File: src/rtl/sample_pkg.sv
// Shared types and defaults for the __sample__main result path.
package sample_pkg;
  localparam int unsigned SAMPLE_DATA_WIDTH = 32;
  typedef logic [SAMPLE_DATA_WIDTH-1:0] sample_word_t;
  localparam int unsigned SAMPLE_FIFO_DEPTH_DEFAULT = 4;
endpackage

File: src/rtl/sample_sat_counter.sv
// Saturating incrementer; holds at all-ones once reached.
module sample_sat_counter #(
  parameter int unsigned WIDTH = 16
) (
  input  logic             clk,
  input  logic             rst_n,
  input  logic             inc,
  output logic [WIDTH-1:0] count
);
  always_ff @(posedge clk or negedge rst_n) begin
    if (!rst_n) begin
      count <= '0;
    end else if (inc && (count != '1)) begin
      count <= count + 1'b1;
    end
  end
endmodule

File: src/rtl/sample_result_fifo.sv
// Elastic ready/valid output stage behind a no-backpressure producer; drops on full.
// Optional drop/high-water statistics: define SAMPLE_RESULT_FIFO_STATS_EN.
module sample_result_fifo
  import sample_pkg::*;
#(
  parameter int unsigned DEPTH      = SAMPLE_FIFO_DEPTH_DEFAULT,
  parameter int unsigned DATA_WIDTH = SAMPLE_DATA_WIDTH
) (
  input  logic                         clk,
  input  logic                         rst_n,
  input  logic                         in_valid,
  input  logic [DATA_WIDTH-1:0]        in_data,
  output logic                         out_valid,
  input  logic                         out_ready,
  output logic [DATA_WIDTH-1:0]        out_data,
  output logic [$clog2(DEPTH+1)-1:0]   occupancy,
  output logic                         overflow,
  input  logic                         clr_overflow
`ifdef SAMPLE_RESULT_FIFO_STATS_EN
  ,
  output logic [15:0]                  drop_count,
  output logic [$clog2(DEPTH+1)-1:0]   high_water
`endif
);
  localparam int unsigned PTR_W = $clog2(DEPTH);
  localparam int unsigned OCC_W = $clog2(DEPTH+1);

  logic [DATA_WIDTH-1:0] mem [DEPTH];
  logic [PTR_W-1:0]      wr_ptr;
  logic [PTR_W-1:0]      rd_ptr;
  logic [OCC_W-1:0]      occ;
  logic [OCC_W-1:0]      occ_next;
  logic                  full;
  logic                  pop;
  logic                  accept;
  logic                  drop;

  assign full      = (occ == OCC_W'(DEPTH));
  assign out_valid = (occ != '0);
  assign out_data  = mem[rd_ptr];
  assign occupancy = occ;
  assign pop       = out_valid && out_ready;
  // A pop on the same edge frees the slot, so a full FIFO still accepts.
  assign accept    = in_valid && (!full || pop);
  assign drop      = in_valid && full && !pop;

  always_comb begin
    occ_next = occ;
    if (accept && !pop) begin
      occ_next = occ + 1'b1;
    end else if (pop && !accept) begin
      occ_next = occ - 1'b1;
    end
  end

  always_ff @(posedge clk or negedge rst_n) begin
    if (!rst_n) begin
      wr_ptr   <= '0;
      rd_ptr   <= '0;
      occ      <= '0;
      overflow <= 1'b0;
      for (int unsigned i = 0; i < DEPTH; i++) begin
        mem[PTR_W'(i)] <= '0;
      end
    end else begin
      if (accept) begin
        mem[wr_ptr] <= in_data;
        wr_ptr      <= wr_ptr + 1'b1;
      end
      if (pop) begin
        rd_ptr <= rd_ptr + 1'b1;
      end
      occ <= occ_next;
      if (drop) begin
        overflow <= 1'b1;
      end else if (clr_overflow) begin
        overflow <= 1'b0;
      end
    end
  end

`ifdef SAMPLE_RESULT_FIFO_STATS_EN
  logic [OCC_W-1:0] peak;

  sample_sat_counter #(
    .WIDTH(16)
  ) u_drop_count (
    .clk   (clk),
    .rst_n (rst_n),
    .inc   (drop),
    .count (drop_count)
  );

  always_ff @(posedge clk or negedge rst_n) begin
    if (!rst_n) begin
      peak <= '0;
    end else if (occ_next > peak) begin
      peak <= occ_next;
    end
  end

  assign high_water = peak;
`endif
endmodule

File: config.mk
export PLATFORM = sky130hd
export DESIGN_NAME = sample_result_fifo
export DESIGN_NICKNAME = d
export VERILOG_FILES = /design/src/rtl/sample_pkg.sv /design/src/rtl/sample_sat_counter.sv /design/src/rtl/sample_result_fifo.sv
export SDC_FILE = /design/constraint.sdc
export NUM_CORES = 1
export LEC_CHECK = 0
export CAP_MARGIN = 20
export CELL_PAD_IN_SITES_DETAIL_PLACEMENT = 1
export CELL_PAD_IN_SITES_GLOBAL_PLACEMENT = 1
export CORE_MARGIN = 2
export CORE_UTILIZATION = 52
export CTS_CLUSTER_SIZE = 16
export DETAILED_ROUTE_END_ITERATION = 8
export GPL_TIMING_DRIVEN = 0
export MAX_ROUTING_LAYER = met4
export PLACE_DENSITY = 0.85
export SYNTH_ARGS = -nofsm -noshare
export SYNTH_HDL_FRONTEND = slang
export SYNTH_HIERARCHICAL = 1
export SYNTH_SLANG_ARGS = --single-unit
export TNS_END_PERCENT = 30
File: constraint.sdc
create_clock -name clk -period 6.16 [get_ports clk]
set_input_delay 0.616 -clock clk [delete_from_list [all_inputs] [get_ports clk]]
set_output_delay 0.616 -clock clk [all_outputs]
set_load 0.02 [all_outputs]
## Yosys cells after proc, flatten, opt, wreduce, memory -nomap -nowiden

Cells that the tools add are included.

- Add/subtract/negate cells: 4
- Bitwise logic cells: 2
- Equality and inequality tests: 1
- Reduce and logical (&&, ||, !) cells: 14
- Multiplexer cells: 10
- Order comparisons: 3

Operator list:

| kind | count |
|---|---|
| 128-bit bitwise mux | 1 |
| 32-bit 2-to-1 mux | 3 |
| 32-bit binary-select mux with 2-bit select | 1 |
| 32-bit demux with 2-bit select | 1 |
| 1-bit logical AND | 7 |
| 3-bit greater-or-equal comparator (second input constant) | 2 |
| 3-bit 2-to-1 mux | 2 |
| 2-bit inverter with 3-bit output | 2 |
| 2-bit by 1-bit adder with 2-bit output (second input constant) | 2 |
| 2-bit nonzero test | 2 |
| 3-bit by 1-bit adder with 3-bit output (second input constant) | 1 |
| 3-bit equality test (second input constant) | 1 |
| 1-bit zero test | 3 |
| 3-bit by 1-bit less-than comparator with 1-bit output (second input constant) | 1 |
| 3-bit nonzero test | 1 |
| 3-bit by 1-bit subtractor with 3-bit output (second input constant) | 1 |
| 1-bit 2-to-1 mux | 2 |
| 1-bit logical OR | 1 |

- Output and inout port bits: 37
- Bits in registers: 136
- Word-level logic and storage cells: 42

## Logic depth before layout (Yosys ltp)

- Depth after elaboration: 8
- Mapped depth: 9
- Gate-level depth less buffers: 9

## Least setup slack after synthesis

Ideal clock, no wire load.

- Path kind: input-to-reg
- Start: input port out_ready
- End: register occ[1] (netlist: occupancy[1])
- Setup slack: 3.850 ns
- Path buffers: 0
- Data arrival time: 2.186 ns
- Cell stages on the path: 7
- Setup time: 0.125 ns
- Required time: 6.035 ns
- Cells stage by stage: or4b_4 > nand2_1 > inv_1 > ha_1 > inv_1 > fa_1 > mux2_2

- Elaborated cells between the ends (all ways): 9
- Those cells by class: 1 x mux; 8 x reduce/logical

RTL lines:

| element | RTL line | RTL |
|---|---|---|
| start, declared | sample_result_fifo.sv:14 | `input logic out_ready,` |
| 1-bit logical AND | sample_result_fifo.sv:42 | `assign pop = out_valid && out_ready;` |
| 1-bit logical OR | sample_result_fifo.sv:44 | `assign accept = in_valid && (!full \|\| pop);` |
| 1-bit logical AND | sample_result_fifo.sv:44 |  |
| via accept | sample_result_fifo.sv:35 | `logic accept;` |
| 1-bit logical AND | sample_result_fifo.sv:49 | `if (accept && !pop) begin` |
| 3-bit 2-to-1 mux | sample_result_fifo.sv:49 |  |
| via occ_next[1] | sample_result_fifo.sv:32 | `logic [OCC_W-1:0] occ_next;` |
| end signal, assigned | sample_result_fifo.sv:73 | `occ <= occ_next;` |
| end, declared | sample_result_fifo.sv:31 | `logic [OCC_W-1:0] occ;` |

The timed path passes the listed nets, and every way through them passes these cells.
A chain may end at the register's enable or synchronous reset.

## Final worst setup path

- Start: register rd_ptr[0]
- End: output port out_data[26]

- Word-level cells in the longest chain between the ends: 4

Ends and longest elaborated chain:

| element | RTL line | RTL |
|---|---|---|
| start, declared | sample_result_fifo.sv:30 | `logic [PTR_W-1:0] rd_ptr;` |
| start signal, assigned | sample_result_fifo.sv:71 | `rd_ptr <= rd_ptr + 1'b1;` |
| 2-bit inverter with 3-bit output (not written as such) | sample_result_fifo.sv:40 | `assign out_data = mem[rd_ptr];` |
| 32-bit binary-select mux with 2-bit select | sample_result_fifo.sv:40 |  |
| 32-bit 2-to-1 mux (not written as such) (2 in series) | sample_result_fifo.sv:40 |  |
| end, declared | sample_result_fifo.sv:15 | `output logic [DATA_WIDTH-1:0] out_data,` |

No other way between the ends. The select of a mux whose other input is x is not followed.

==> run_summary.xml <==
<?xml version="1.0" encoding="UTF-8"?>
<metrics>
  <group name="run">
    <metric name="maxCapViolCount" unit="">0</metric>
  </group>
  <group name="setup_path">
    <metric name="worst_setup_path_startpoint" unit="">rd_ptr[0]</metric>
    <metric name="reg2reg_slack" unit="ps">3820</metric>
    <metric name="critical_path_required" unit="ps">5540</metric>
    <metric name="reg2reg_to" unit="">occupancy[1]</metric>
    <metric name="end_kind" unit="">output pin</metric>
    <metric name="cp.arrival" unit="ps">2760</metric>
    <metric name="worstPathCellList" unit="">clkbuf_1 &gt; buf_2 &gt; mux4_2 &gt; clkdlybuf4s50_1</metric>
    <metric name="path_class" unit="">flop to output pin</metric>
    <metric name="critical_path.endpoint" unit="">out_data[26]</metric>
    <metric name="worst_path_max_delay_cell" unit="">mux4_2</metric>
    <metric name="regToRegStartpoint" unit="">occupancy[1]</metric>
    <metric name="worst-r2r-cell-count" unit="">7</metric>
    <metric name="cp_slowest_stage_delay" unit="ps">580</metric>
    <metric name="startpoint_type" unit="">flop</metric>
    <metric name="maximum_fanout_count_along_the_critical_path" unit="">10</metric>
  </group>
  <group name="sta">
    <metric name="transition_time_at_the_pin_with_the_least_slew_margin" unit="ps">756</metric>
    <metric name="setup_violations" unit="">0</metric>
    <metric name="rsz0062_at_grt" unit="">false</metric>
    <metric name="relSlewSlack" unit="%">49.6</metric>
    <metric name="min_period_over_period" unit="%">54.8</metric>
    <metric name="worst_slack_setup_final" unit="ps">2780</metric>
    <metric name="max_clock_freq" unit="GHz">0.296</metric>
    <metric name="total_count_of_max_transition_violations_in_the_final_report" unit="">0</metric>
    <metric name="layout_min_cycle_time" unit="ps">3380</metric>
    <metric name="fin_worst_skew" unit="ps">8.78</metric>
    <metric name="finalHoldViolCount" unit="">0</metric>
  </group>
  <group name="logic_synthesis">
    <metric name="synthAdderAreaFrac" unit="%">1.25</metric>
    <metric name="postSynthCellCount" unit="">351</metric>
    <metric name="seq_area_frac_synth" unit="%">51.7</metric>
    <metric name="synth_edf_count" unit="">0</metric>
    <metric name="postSynth.topFlopCell" unit="">dfrtp_1</metric>
    <metric name="synth.largest_area_cell" unit="">dfrtp_1</metric>
    <metric name="synth-simple-area-share" unit="%">0.950</metric>
    <metric name="seq_cells_post_synth" unit="">136</metric>
    <metric name="synth.distinct_cells" unit="">20</metric>
    <metric name="yosys.area_share.xor_xnor" unit="%">0.798</metric>
    <metric name="post_synth_main_area_contributors" unit="">dfrtp_1, mux2_4, mux4_2</metric>
    <metric name="ys.warnings.count" unit="">6</metric>
    <metric name="synth_compound_area_share" unit="%">0.0950</metric>
    <metric name="syn-cell-area" unit="sq um">6580</metric>
    <metric name="synth_top_area_share" unit="%">51.7</metric>
    <metric name="synth_most_common_cell" unit="">dfrtp_1</metric>
    <metric name="yosys-mux-area-fraction" unit="%">40.0</metric>
    <metric name="combinational_family_with_the_most_area_after_synthesis" unit="">multiplexers</metric>
    <metric name="syn_nets" unit="">394</metric>
    <metric name="synth_area_per_cell" unit="sq um">18.8</metric>
    <metric name="share_of_flip_flops_with_an_asynchronous_set_or_reset" unit="%">100</metric>
    <metric name="yosys-top-cells-count" unit="">dfrtp_1, mux2_4, mux4_2</metric>
  </group>
  <group name="run_status">
    <metric name="status" unit="">completed</metric>
  </group>
  <group name="global_routing">
    <metric name="antenna_found_initial" unit="">0</metric>
    <metric name="globalRouteOverflowTotal" unit="">0</metric>
    <metric name="grt_pass1_vias" unit="">4101</metric>
    <metric name="grt_util_all_layers" unit="%">24.7</metric>
    <metric name="grt_max_degree" unit="">83</metric>
    <metric name="grt_pass1_wl" unit="um">23600</metric>
  </group>
  <group name="floorplanning">
    <metric name="ios" unit="">74</metric>
    <metric name="die_outline_area" unit="sq um">13600</metric>
    <metric name="floorplan.rows" unit="">41</metric>
    <metric name="fp.dieH" unit="um">117</metric>
    <metric name="start_util" unit="%">52.8</metric>
    <metric name="fp.dieW" unit="um">117</metric>
    <metric name="core_area" unit="sq um">12500</metric>
  </group>
  <group name="placement">
    <metric name="io_buffers" unit="">73</metric>
    <metric name="dp_hpwl" unit="um">8930</metric>
    <metric name="place_worst_setup_slack" unit="ps">3150</metric>
    <metric name="place_congestion" unit="">0.724</metric>
  </group>
  <group name="clock_network">
    <metric name="tritoncts_num_sinks" unit="">136</metric>
    <metric name="post-cts-setup-buffers" unit="">0</metric>
    <metric name="cts_tree" unit="">done</metric>
    <metric name="ctsResizeCount" unit="">0</metric>
    <metric name="cts.clk_slew.worst_paths" unit="ps">50</metric>
    <metric name="post_cts_hold_buffer_count" unit="">0</metric>
    <metric name="max-clock-path-buffers" unit="">2</metric>
    <metric name="cts_buffers" unit="">17</metric>
    <metric name="clock_latency" unit="ps">420</metric>
    <metric name="ctsHtreeMaxLevel" unit="">4</metric>
    <metric name="clock_tree.root_cell" unit="">clkbuf_16</metric>
  </group>
  <group name="power_and_ir_drop">
    <metric name="power.switching_fraction" unit="%">31.5</metric>
    <metric name="power.leakage" unit="nW">3.56</metric>
    <metric name="cellPowerDensity" unit="nW/um^2">640</metric>
    <metric name="vdd_ir_drop_max" unit="mV">0.306</metric>
    <metric name="netSwitchingPower" unit="mW">1.64</metric>
    <metric name="share_clk_of_total_power" unit="%">19.3</metric>
    <metric name="seq_power_share" unit="%">31.6</metric>
    <metric name="internal_power" unit="mW">3.57</metric>
    <metric name="combPwrFrac" unit="%">49.1</metric>
  </group>
  <group name="finish">
    <metric name="flow.area_growth_from_synthesis" unit="%">23.6</metric>
    <metric name="utilization_after_layout" unit="%">65.3</metric>
    <metric name="nNetsFinal" unit="">487</metric>
    <metric name="antenna-diode-count" unit="">0</metric>
    <metric name="drive_gt1_share" unit="%">45.9</metric>
  </group>
  <group name="drt">
    <metric name="post_route_drc_violation_count" unit="">0</metric>
    <metric name="total_routed_length" unit="um">14400</metric>
    <metric name="dr.first_iter.drc_count" unit="">182</metric>
    <metric name="wl_per_cell" unit="um">22.9</metric>
    <metric name="postRouteAntennaNets" unit="">0</metric>
    <metric name="num_vias" unit="">3387</metric>
    <metric name="drtPass1Iterations" unit="">4</metric>
    <metric name="viasPerCell" unit="">5.40</metric>
  </group>
  <group name="hold_path">
    <metric name="hold_path.class" unit="">primary input to asynchronous set/reset pin</metric>
  </group>
</metrics>
-- final cells by class --
cell class / instances / area [sq um]
repair buffers: 74 / 759
plain buffers: 24 / 319
fillers: 1066 / 4330
multi-input cells: 185 / 2840
clock inverters: 2 / 60.1
inverters: 6 / 22.5
well taps: 172 / 215
clock buffers: 28 / 517
flip-flops and latches: 136 / 3400
-- power groups by stage --
stage / clock (mW) / combinational, mW / sequential [mW]
after global placement: 0 / 2.49 / 1.60
final: 1.00 / 2.56 / 1.65
after global routing: 1.06 / 2.71 / 1.70
after detailed placement: 0 / 2.56 / 1.63
after floorplan: 0 / 1.82 / 1.55
after CTS: 1.03 / 2.59 / 1.65
-- routing by layer --
| metal | vias to the layer above | global-route usage, % | wire length [um] |
|---|---|---|---|
| met3 | 16 | 5.60 | 452 |
| li1 | 1469 | - | - |
| met1 | 1832 | 31.2 | 6340 |
| met5 | - | - | 0 |
| met2 | 70 | 39.7 | 7400 |
| met4 | 0 | 8.25 | 161 |
-- through the flow --
step                      instance area, sq um  cells  hold slack (ps)  TNS (ps)  power (mW)
after CTS                                 8140    627              157         0        5.26
final                                     8140    627              152         0        5.21
after global routing                      8140    627              176         0        5.48
after floorplan                           6580    351              320         0        3.36
after detailed placement                  7560    597              491         0        4.19
after global placement                    7530    596              485    -93530        4.08
-- state kept, by name (all words and copies together), names as in the netlist --
signal,count
occupancy,3
mem,128
rd_ptr,2
overflow,1
wr_ptr,2
-- critical path, delay by kind of cell (launching register included) --
kind	cells	cell delay, ps
flip-flops	1	320
multiplexers	1	580
buffers and inverters	3	1450
-- worst min-delay path by stage --
stage	from	to
2_1_floorplan	rst_n	mem[0]
3_3_place_gp	mem[84]	mem[84]
3_5_place_dp	mem[51]	mem[51]
4_1_cts	rst_n	mem[60]
5_1_grt	rst_n	mem[60]
6_report	rst_n	mem[60]
-- cell usage in the layout (no fill, tap or decap), types with 3 or more instances in the layout --
cell / count
xnor2_1: 4
ha_1: 5
and3_1: 4
clkbuf_16: 17
buf_6: 5
clkbuf_1: 11
mux2_2: 10
mux2_4: 120
clkbuf_8: 5
clkdlybuf4s50_1: 72
buf_2: 3
mux4_2: 32
buf_12: 12
inv_1: 6
dfrtp_1: 136
-- kinds of logic (layout without fill, tap and decap cells) --
group / Yosys count / in the layout
AO/OA/AOI/OAI: 1 / 1
buffers and inverters: 30 / 134
AND/OR/NAND/NOR: 10 / 10
multiplexers: 162 / 162
adder cells (fa/ha/maj): 6 / 6
flip-flops: 136 / 136
XOR/XNOR: 6 / 6
Power figures use the tool's default switching activity.
